==> src/rtl/writeback_unit_pkg.sv <==
// rtl/writeback_unit_pkg.sv - shared core encodings for the writeback stage
package writeback_unit_pkg;

    typedef enum logic [1:0] {
        WB_ALU  = 2'd0,
        WB_LOAD = 2'd1,
        WB_PC4  = 2'd2,
        WB_NONE = 2'd3
    } wb_sel_e;

    localparam logic [2:0] F3_LB  = 3'd0;
    localparam logic [2:0] F3_LH  = 3'd1;
    localparam logic [2:0] F3_LW  = 3'd2;
    localparam logic [2:0] F3_LBU = 3'd4;
    localparam logic [2:0] F3_LHU = 3'd5;

    typedef struct packed {
        logic [4:0]  rd;
        logic [31:0] data;
    } wb_entry_t;

endpackage

==> src/rtl/writeback_unit_load_align.sv <==
// rtl/writeback_unit_load_align.sv - load byte/halfword selection and extension
module wb_load_align
    import writeback_unit_pkg::*;
(
    input  logic [2:0]  funct3,
    input  logic [1:0]  addr_lo,
    input  logic [31:0] load_data,
    output logic [31:0] result
);

    logic [7:0]  byte_sel;
    logic [15:0] half_sel;

    // Pick the addressed byte/halfword, then extend according to load type
    always_comb begin
        case (addr_lo)
            2'd0:    byte_sel = load_data[7:0];
            2'd1:    byte_sel = load_data[15:8];
            2'd2:    byte_sel = load_data[23:16];
            default: byte_sel = load_data[31:24];
        endcase
        half_sel = addr_lo[1] ? load_data[31:16] : load_data[15:0];
        case (funct3)
            F3_LB:   result = {{24{byte_sel[7]}}, byte_sel};
            F3_LBU:  result = {24'd0, byte_sel};
            F3_LH:   result = {{16{half_sel[15]}}, half_sel};
            F3_LHU:  result = {16'd0, half_sel};
            default: result = load_data;
        endcase
    end

endmodule

==> src/rtl/writeback_unit.sv <==
// rtl/writeback_unit.sv - buffered register-file writeback with pending-write lookup
module writeback_unit
    import writeback_unit_pkg::*;
#(
    parameter int DEPTH = 2
) (
    input  logic        clock,
    input  logic        reset_n,
    input  logic        in_valid,
    output logic        in_ready,
    input  logic [4:0]  in_rd,
    input  logic [1:0]  in_wb_sel,
    input  logic [31:0] in_alu,
    input  logic [31:0] in_pc,
    input  logic [31:0] in_load_data,
    input  logic [2:0]  in_funct3,
    input  logic [1:0]  in_addr_lo,
    input  logic        wb_stall,
    output logic [4:0]  rf_addr_rd,
    output logic [31:0] rf_data_rd,
    output logic        rf_write_enable,
    input  logic [4:0]  q_rs1,
    input  logic [4:0]  q_rs2,
    output logic        q_hit1,
    output logic        q_hit2,
    output logic [31:0] q_data1,
    output logic [31:0] q_data2,
    output logic [31:0] retire_count
);

    localparam int PW = $clog2(DEPTH);
    localparam int CW = PW + 1;

    wb_entry_t       entry_mem [DEPTH];
    logic [PW-1:0]   wr_ptr;
    logic [PW-1:0]   rd_ptr;
    logic [CW-1:0]   count;
    logic [31:0]     load_word;
    logic [31:0]     enq_data;
    logic            empty;
    logic            full;
    logic            push;
    logic            pop;

    wb_load_align u_align (
        .funct3    (in_funct3),
        .addr_lo   (in_addr_lo),
        .load_data (in_load_data),
        .result    (load_word)
    );

    assign empty           = (count == '0);
    assign full            = (count == CW'(DEPTH));
    assign in_ready        = !full;
    // Results without a real destination are consumed but never stored
    assign push            = in_valid && in_ready && (in_rd != 5'd0) && (in_wb_sel != WB_NONE);
    assign rf_write_enable = !empty && !wb_stall;
    assign pop             = rf_write_enable;
    assign rf_addr_rd      = empty ? 5'd0  : entry_mem[rd_ptr].rd;
    assign rf_data_rd      = empty ? 32'd0 : entry_mem[rd_ptr].data;

    // Resolve the final register value at enqueue time
    always_comb begin
        case (in_wb_sel)
            WB_LOAD: enq_data = load_word;
            WB_PC4:  enq_data = in_pc + 32'd4;
            default: enq_data = in_alu;
        endcase
    end

    // Entry storage needs no reset; occupancy decides validity
    always_ff @(posedge clock) begin
        if (push) begin
            entry_mem[wr_ptr] <= '{rd: in_rd, data: enq_data};
        end
    end

    // Pointers, occupancy and retire counter
    always_ff @(posedge clock or negedge reset_n) begin
        if (!reset_n) begin
            wr_ptr       <= '0;
            rd_ptr       <= '0;
            count        <= '0;
            retire_count <= 32'd0;
        end else begin
            if (push) wr_ptr <= wr_ptr + PW'(1);
            if (pop) begin
                rd_ptr       <= rd_ptr + PW'(1);
                retire_count <= retire_count + 32'd1;
            end
            case ({push, pop})
                2'b10:   count <= count + CW'(1);
                2'b01:   count <= count - CW'(1);
                default: count <= count;
            endcase
        end
    end

    // Walk oldest to youngest so the youngest matching entry wins
    always_comb begin
        logic [PW-1:0] idx;
        q_hit1  = 1'b0;
        q_hit2  = 1'b0;
        q_data1 = 32'd0;
        q_data2 = 32'd0;
        idx     = '0;
        for (int i = 0; i < DEPTH; i++) begin
            idx = rd_ptr + PW'(i);
            if (CW'(i) < count) begin
                if (q_rs1 != 5'd0 && entry_mem[idx].rd == q_rs1) begin
                    q_hit1  = 1'b1;
                    q_data1 = entry_mem[idx].data;
                end
                if (q_rs2 != 5'd0 && entry_mem[idx].rd == q_rs2) begin
                    q_hit2  = 1'b1;
                    q_data2 = entry_mem[idx].data;
                end
            end
        end
    end

endmodule

==> config.mk <==
export PLATFORM = sky130hd
export DESIGN_NAME = writeback_unit
export DESIGN_NICKNAME = d
export VERILOG_FILES = /design/src/rtl/writeback_unit_pkg.sv /design/src/rtl/writeback_unit_load_align.sv /design/src/rtl/writeback_unit.sv
export SDC_FILE = /design/constraint.sdc
export NUM_CORES = 1
export LEC_CHECK = 0
export BUFFER_PORTS_ARGS = -buffer_cell sky130_fd_sc_hd__buf_2
export CELL_PAD_IN_SITES_DETAIL_PLACEMENT = 0
export CELL_PAD_IN_SITES_GLOBAL_PLACEMENT = 1
export CORE_MARGIN = 2
export CORE_UTILIZATION = 35
export DETAILED_ROUTE_END_ITERATION = 10
export GPL_ROUTABILITY_DRIVEN = 0
export PLACE_DENSITY = 0.78
export SYNTH_ARGS = -nofsm -noshare
export SYNTH_HDL_FRONTEND = slang
export SYNTH_SLANG_ARGS = --single-unit
==> constraint.sdc <==
create_clock -name clock -period 4.5 [get_ports clock]
set_clock_uncertainty 0.05 [all_clocks]
set_input_delay 0.9 -clock clock [delete_from_list [all_inputs] [get_ports clock]]
set_output_delay 0.9 -clock clock [all_outputs]
set_load 0.005 [all_outputs]
* Yosys cells after proc, flatten, opt, wreduce, memory -nomap -nowiden
Memories as Yosys holds them, arrays and structs flattened. Index checks and enable logic that the tools add are counted.
Word-level totals: RAM bits 74, register bits after elaboration 36, memories kept 1, output and inout bits 137, input bits 122, word-level logic and storage cells 71
Cells by class: mux-type cells 25, $add $sub $neg 6, reductions and logical operators 18, $lt $le $gt $ge 2, equality and inequality tests 15
Memory list:
- entry_mem | words 2, bits a word 37, rd ports 2, clocked after Yosys merged registers in 0, wr ports 1, line writeback_unit.sv:34 | wb_entry_t entry_mem [DEPTH];
Operator list (count):
- $mux W32 | 9
- $pmux W32 S4 | 1
- $pmux W32 S2 | 1
- $add A32 B1 Y32 const B | 1
- $add A32 B3 Y32 const B | 1
- $pmux W8 S3 | 1
- $eq A5 B5 Y1 | 4
- $mux W16 | 1
- $reduce_bool A5 Y1 | 3
- $mux W1 | 10
- $eq A2 B2 Y1 const B | 4
- $logic_and A1 B1 Y1 | 8
- $eq A2 B1 Y1 const B | 3
- $eq A3 B3 Y1 const B | 2
- $mux W5 | 1
- $logic_not A2 Y1 | 2
- $lt A1 B2 Y1 const A | 2
- $pmux W2 S2 | 1
- $eq A3 B1 Y1 const B | 1
- $logic_not A1 Y1 | 3
- $logic_not A3 Y1 | 1
- $add A1 B1 Y1 const B | 2
- $add A2 B1 Y2 const B | 1
- $ne A2 B2 Y1 const B | 1
- other kinds (2) | 2

* Logic depth before layout (Yosys ltp)
Gate-level depths: netlist (run 1).
depth after elaboration 7, mapped depth 9, depth with buffers taken out 8

* Cells and area by module
Synthesis (run 1) repeated with hierarchy kept, for this count alone.
Second synthesis, totals: cell total of the unflattened synthesis 843, area, all modules 8470.6 um^2
By module, submodules not included:
- writeback_unit | area each 7500.9 um^2, cells each 710, times used 1, seq. area each 3123.0 um^2
- wb_load_align | area each 969.7 um^2, cells each 133, times used 1, seq. area each 0.0 um^2

* Worst setup path before layout (run 1)
Ideal clock, no wire load.
path kind input port to output port, start point input port q_rs2[1], end point output port q_data2[10], cell stages on the path 7, arrival 2.529 ns, data required time 3.550 ns, setup slack 1.021 ns, path through or4_1 > a21oi_1 > nor4b_2 > and2_1 > mux2_2 > buf_6 > a22o_1
On the way: word-level cells in the longest chain between the ends 6
RTL lines:
- start: declaration | line writeback_unit.sv:23 | input logic [4:0] q_rs2,
- $eq A5 B5 Y1 or $reduce_bool A5 Y1 (tied branches) | line writeback_unit.sv:114 | if (q_rs2 != 5'd0 && entry_mem[idx].rd == q_rs2) begin
- $logic_and A1 B1 Y1 | line writeback_unit.sv:114
- $mux W32 | line writeback_unit.sv:114
- $mux W32 | line writeback_unit.sv:109 | if (CW'(i) < count) begin
- $mux W32 | line writeback_unit.sv:114
- $mux W32 * | line writeback_unit.sv:109
- end: declaration | line writeback_unit.sv:27 | output logic [31:0] q_data2,
Every way passes the cells marked *; elsewhere a longest branch is shown, timed or not.

* Worst setup path after layout (run 1)
start point register rd_ptr, end point output port q_data1[8]
On the way: word-level cells in the longest chain between the ends 7
RTL lines:
- start: declaration | line writeback_unit.sv:36 | logic [PW-1:0] rd_ptr;
- start signal: assignment | line writeback_unit.sv:88 | rd_ptr <= rd_ptr + PW'(1);
- $mem_v2 Z2 W37 *
- $eq A5 B5 Y1 | line writeback_unit.sv:110 | if (q_rs1 != 5'd0 && entry_mem[idx].rd == q_rs1) begin
- $logic_and A1 B1 Y1 | line writeback_unit.sv:110
- $mux W32 | line writeback_unit.sv:110
- $mux W32 | line writeback_unit.sv:109
- $mux W32 | line writeback_unit.sv:110
- $mux W32 * | line writeback_unit.sv:109
- end: declaration | line writeback_unit.sv:26 | output logic [31:0] q_data1,
Marks and branches as above.

==> results.cfg, run 1 <==
[flow_run]
cap_violations = 0

[clock_tree]
cts_tree = done
path_clk_slew_ns = 0.08
htreeDepth = 3
cts_buffers = 9
clk_latency_ns = 0.36
cts-root-buf = clkbuf_16
cts_hold_buf = 0
clkSinkCount = 110
ctsLongestPathBuffers = 2

[pwr]
combPwrFrac = 0.445
switching_share = 0.3980
p_sw_w = 0.001659
p_leak_nw = 4.317
ir_worst_vdd_mv = 0.2671
power_density_mw_per_mm2 = 414.5
power.total_w = 0.004169
p_seq_frac = 0.364
p_int_w = 0.002510
pwr-share-clk = 0.191

[worst_setup_path]
r2r_slack_ns = 1.33
path_common_cell = nand4_1
r2r_cells = 9
worstSetupStartpointType = flop
worstPathRequired_ns = 3.55
cp_num_buf_inv = 2
path_delay_family = simple AND/OR/NAND/NOR gates
reg2reg_to = retire_count[29]
cp-end-kind = primary output
worst-setup-path-type = flop to primary output
reg2reg_from = count[0]
worstPathMaxFanout = 51
crit_chain = mux2_2 > nor3_1 > a21oi_1 > or4b_2 > buf_12 > nand4_1 > nand4_1 > buf_2
cp.arrival_ns = 3.38
cpPeakStageDelay_ns = 0.85
cpMaxStageDelayCell = or4b_2

[layout]
nNetsFinal = 1206
final_common_cell = buf_2
register_area_sq_mm = 0.003127
syn_to_final_growth_pct = 22.32
drive_above_1_share = 0.3269
fillCellCount = 2336
multiInputGateArea_sq_mm = 0.004683
final_cell_mix = buf_2, edfxtp_1, nand3_1

[global_routing]
grt_overflow = 0
antenna_found_initial = 5
grt_max_degree = 107
grt_pass1_vias = 7237
grt.total_usage = 0.2198
grt_pass1_wl_mm = 41.41

[logic_synthesis]
synth_cell_type_count = 61
synth_nets = 988
synth_edf_count = 74
syn_inst = 857
syn_avg_cell_area_sq_um = 9.594
syn_area_sq_mm = 0.008222
async_flop_share = 0.3273
ys_seq_area_frac = 0.3799
synthFlopType = edfxtp_1
synth_seq_cells = 110
yosysWarningCount = 0

[sta]
setup_violations = 0
max_freq_mhz = 231.1
slew_violations = 0
relSlewSlack = 0.3616
rsz0062_at_grt = false
min_period_ns = 4.327
tightest_slew_ns = 0.9576
hold_violations = 0
fin_setup_tns_ns = 0
period_share = 0.9615

[floorplanning]
core_sq_mm = 0.02326
start_util = 0.3534
dieArea_sq_mm = 0.02473
die_h_microns = 157.3
num_rows = 56
boundaryPins = 259
die_w_microns = 157.3

[min_path]
hold_end = retire_count[31]
hp-start = retire_count[31]
hold_path.class = flop to flop
holdPathStages = 1

[route]
dr.pass1.iters = 5
vias = 7712
antenna_left = 0
viasPerCell = 5.489
routed_wirelength_mm = 27.59
wl_per_cell_microns = 19.64
drc_errors = 0
drt_iter0_drc = 518

[status]
status = finished, final reports clean

[placement]
hpwl_mm = 21.42
portBuffers = 258
==> flip-flops by register name (all words and copies together), names as in the netlist <==
name / flops
rd_ptr: 1
wr_ptr: 1
count: 2
retire_count: 32
entry_mem: 74
==> Yosys cell counts, types with 8 or more instances <==
master | count | area [sq um]
o21ai_0 | 29 | 145.1
dfrtp_1 | 36 | 900.9
mux2i_1 | 23 | 230.2
nor2_1 | 55 | 206.5
and3_1 | 9 | 56.30
nand4_1 | 42 | 262.8
edfxtp_1 | 74 | 2222
ha_1 | 9 | 112.6
clkbuf_1 | 37 | 138.9
nand2_1 | 39 | 146.4
nand3_1 | 63 | 315.3
o2111ai_2 | 13 | 195.2
a21oi_1 | 29 | 145.1
buf_6 | 10 | 112.6
xnor2_1 | 43 | 376.6
buf_2 | 13 | 65.06
nand3_2 | 10 | 100.1
o21ba_2 | 17 | 170.2
and2_1 | 21 | 131.4
nand3b_1 | 30 | 225.2
nor3_1 | 15 | 75.07
and4_1 | 8 | 70.07
mux2_2 | 10 | 112.6
nor2b_1 | 26 | 162.7
nand4b_1 | 13 | 113.9
a211oi_1 | 12 | 90.09
a31oi_1 | 11 | 68.82
xor2_1 | 36 | 315.3
inv_1 | 24 | 90.09
a22o_1 | 32 | 280.3
==> logic make-up after synthesis <==
logic type | count (synthesis) | synth area share
adders and majority gates | 9 | 0.01370
and+or+nand+nor | 354 | 0.2499
DFF | 110 | 0.3799
AOI/OAI and AO/OA | 180 | 0.1718
xor gates and xnor gates | 79 | 0.08416
buffers and inverters | 90 | 0.05448
muxes | 35 | 0.04611
==> repair_timing <==
item | CTS | global route
endpoints found under the setup margin | 0 | 14
gates resized for setup | 0 | 1
setup buffers | 0 | 0
==> final cells by class <==
cell class                 count  share of cell area
multi-input combinational    657              0.4657
sequential                   110              0.3109
timing repair buffer         273              0.1433
tap                          319             0.03969
clock buffer                  10             0.02376
inverter                      24            0.008957
clock inverter                 6            0.006220
antenna                        6            0.001493
==> power groups by stage <==
stage / Sequential, W / Clock [W] / Combinational [W]
final: 0.00152 / 0.000795 / 0.00186
after global placement: 0.00154 / 0 / 0.00183
after CTS: 0.00151 / 0.000819 / 0.00186
after floorplan: 0.00143 / 0 / 0.00126
after global routing: 0.00155 / 0.000844 / 0.00201
after detailed placement: 0.00153 / 0 / 0.00185
==> metal layers <==
layer | wire length (microns) | vias to the layer above | GRT usage
met3 | 1931 | 48 | 0.03855
met2 | 12830 | 333 | 0.3545
met1 | 11900 | 3642 | 0.2913
li1 | - | 3687 | -
met4 | 909 | 2 | 0.09177
met5 | 17 | - | 0
==> how the worst max path moves through the flow <==
stage | startpoint | end | slack (ns) | cells past startpoint
2_1_floorplan | q_rs2[1] | q_data2[10] | 1.02 | 7
3_3_place_gp | q_rs2[1] | q_data2[29] | 0.36 | 8
3_5_place_dp | q_rs2[1] | q_data2[18] | 0.28 | 8
4_1_cts | rd_ptr | q_data2[18] | 0.15 | 7
5_1_grt | rd_ptr | q_data1[8] | 0.02 | 8
6_report | rd_ptr | q_data1[8] | 0.17 | 8
==> stage by stage <==
step	hold slack (ns)	worst slack (ns)	area, sq um	instances	utilization
floorplan	0.4147	1.021	8222	857	-
global placement	0.4077	0.3586	9737	1383	0.4186
detailed placement	0.4116	0.2777	9737	1383	0.4186
CTS	0.4232	0.1478	10040	1399	0.4315
global route	0.4743	0.01890	10050	1401	0.4319
finish	0.4239	0.1734	10060	1405	0.4323
Note: power is estimated with default switching activity, not from simulation.
==> inputs of run 2 (changes only) <==
CORE_ASPECT_RATIO = 1.5   (was default)
clock period = 4.6 ns   (was 4.5 ns; I/O delays follow)
==> run 2 against run 1 <==
Effect of this change: critical path depth unchanged; sequential power about the same; combinational power about the same; cell count decreased by 0.21%; largest cell class unchanged; first-iteration DRC count increased by 1.2%; via count about the same; flip-flop and latch count unchanged; final area increased by 0.19%.
==> results.cfg, run 2 (synthesis gave the netlist of run 1 again) <==
[worst_setup_path]
cp-end-kind = primary output
cp.arrival_ns = 3.30
worstSetupStartpointType = flop
worstPathMaxFanout = 59
worst-setup-path-type = flop to primary output
worstPathRequired_ns = 3.63

[status]
status = finished, final reports clean

[placement]
placed_area_sq_mm = 0.009784
hpwl_mm = 22.42
portBuffers = 258
dp_slack_ns = 0.5827

[sta]
whs_ns = 0.4243
tightest_slew_ns = 0.8845
fin_setup_tns_ns = 0
max_freq_mhz = 234.4
rsz0062_at_grt = false
period_share = 0.9273
worst_slack_ns = 0.3346
hold_violations = 0
relSlewSlack = 0.4089
setup_violations = 0
slew_violations = 0
min_period_ns = 4.265

[floorplanning]
die_h_microns = 191.7
boundaryPins = 259
core_sq_mm = 0.02306
dieArea_sq_mm = 0.02476
start_util = 0.3566
num_rows = 68
die_w_microns = 129.1

[clock_tree]
clkSinkCount = 110
post-cts-setup-buffers = 0
cts_resized = 0
cts_buffers = 9
cts_tree = done
htreeDepth = 3
cts_hold_buf = 0
path_clk_slew_ns = 0.08
cts-root-buf = clkbuf_16
ctsLongestPathBuffers = 2
clk_latency_ns = 0.35

[layout]
final_cell_mix = buf_2, edfxtp_1, nand3_1
final_common_cell = buf_2
drive_above_1_share = 0.3303
final_area_sq_mm = 0.01008
regMostFlops = entry_mem
largest_reg_flops = 74
nNetsFinal = 1213
diodes = 0
syn_to_final_growth_pct = 22.55
reg_top3 = entry_mem x74, retire_count x32, count x2

[route]
drc_errors = 0
routed_wirelength_mm = 28.72
dr.pass1.iters = 5
vias = 7710
wl_per_cell_microns = 20.49
drt_iter0_drc = 524
viasPerCell = 5.499
antenna_left = 0

[pwr]
p_int_w = 0.002461
ir_worst_vdd_mv = 0.2351
p_sw_w = 0.001664
p_leak_nw = 4.341
switching_share = 0.4034
power_density_mw_per_mm2 = 409.4
pwr-share-clk = 0.187
combPwrFrac = 0.446
p_seq_frac = 0.367

[global_routing]
grt_overflow = 0
grt_pass1_vias = 7347
grt.total_usage = 0.2239
grt_max_degree = 99
grt_pass1_wl_mm = 42.15
antenna_found_initial = 0

[min_path]
hold_path.class = flop to flop

[flow_run]
cap_violations = 0
==> run 2: cell type report <==
class	instances	area, sq um
Inverter	24	90.09
Timing Repair Buffer	280	1494
Sequential cell	110	3127
Multi-Input combinational cell	657	4679
Clock inverter	6	62.56
Clock buffer	10	229.0
Fill cell	2332	12980
Tap cell	315	394.1
==> run 2: routing by layer <==
metal	share of wire	vias up	GRT usage
li1	-	3678	-
met1	0.39	3670	0.2623
met2	0.51	309	0.3970
met3	0.058	53	0.03872
met5	0	-	0
met4	0.039	0	0.09783
==> run 2: worst max-delay path, cell delays in order (launching register included) <==
cell	delay, ns
dfrtp_4	0.80
mux2i_1	0.46
xnor2_1	0.17
nor4_4	0.53
and2_1	0.20
buf_4	0.27
nand4_1	0.14
nand4_1	0.17
buf_2	0.15
==> run 2: through the flow <==
stage,std cells,total power [W],util
2_1_floorplan,857,0.002625,-
3_3_place_gp,1386,0.003352,0.4244
3_5_place_dp,1386,0.003372,0.4244
4_1_cts,1402,0.004144,0.4370
5_1_grt,1402,0.004379,0.4370
6_report,1402,0.004125,0.4370
==> run 2: power by group through the flow <==
| stage | logic, W | clock network, W | registers (W) |
|---|---|---|---|
| after floorplan | 0.00123 | 0 | 0.00139 |
| after global placement | 0.00182 | 0 | 0.00153 |
| after detailed placement | 0.00184 | 0 | 0.00153 |
| after CTS | 0.00185 | 0.000786 | 0.00151 |
| after global routing | 0.00201 | 0.000835 | 0.00154 |
| final | 0.00184 | 0.000772 | 0.00151 |
==> run 2: final timing paths <==
path	startpoint	endpoint	slack (ns)	cells after the start
worst max-delay path	rd_ptr	q_data1[26]	0.33	8
worst min-delay path	retire_count[31]	retire_count[31]	0.42	1
worst max register to register	count[0]	retire_count[12]	1.84	10
worst min register to register	retire_count[31]	retire_count[31]	0.42	1
max in group asynchronous	reset_n	rd_ptr	3.26	1
min in group asynchronous	reset_n	retire_count[0]	0.62	1
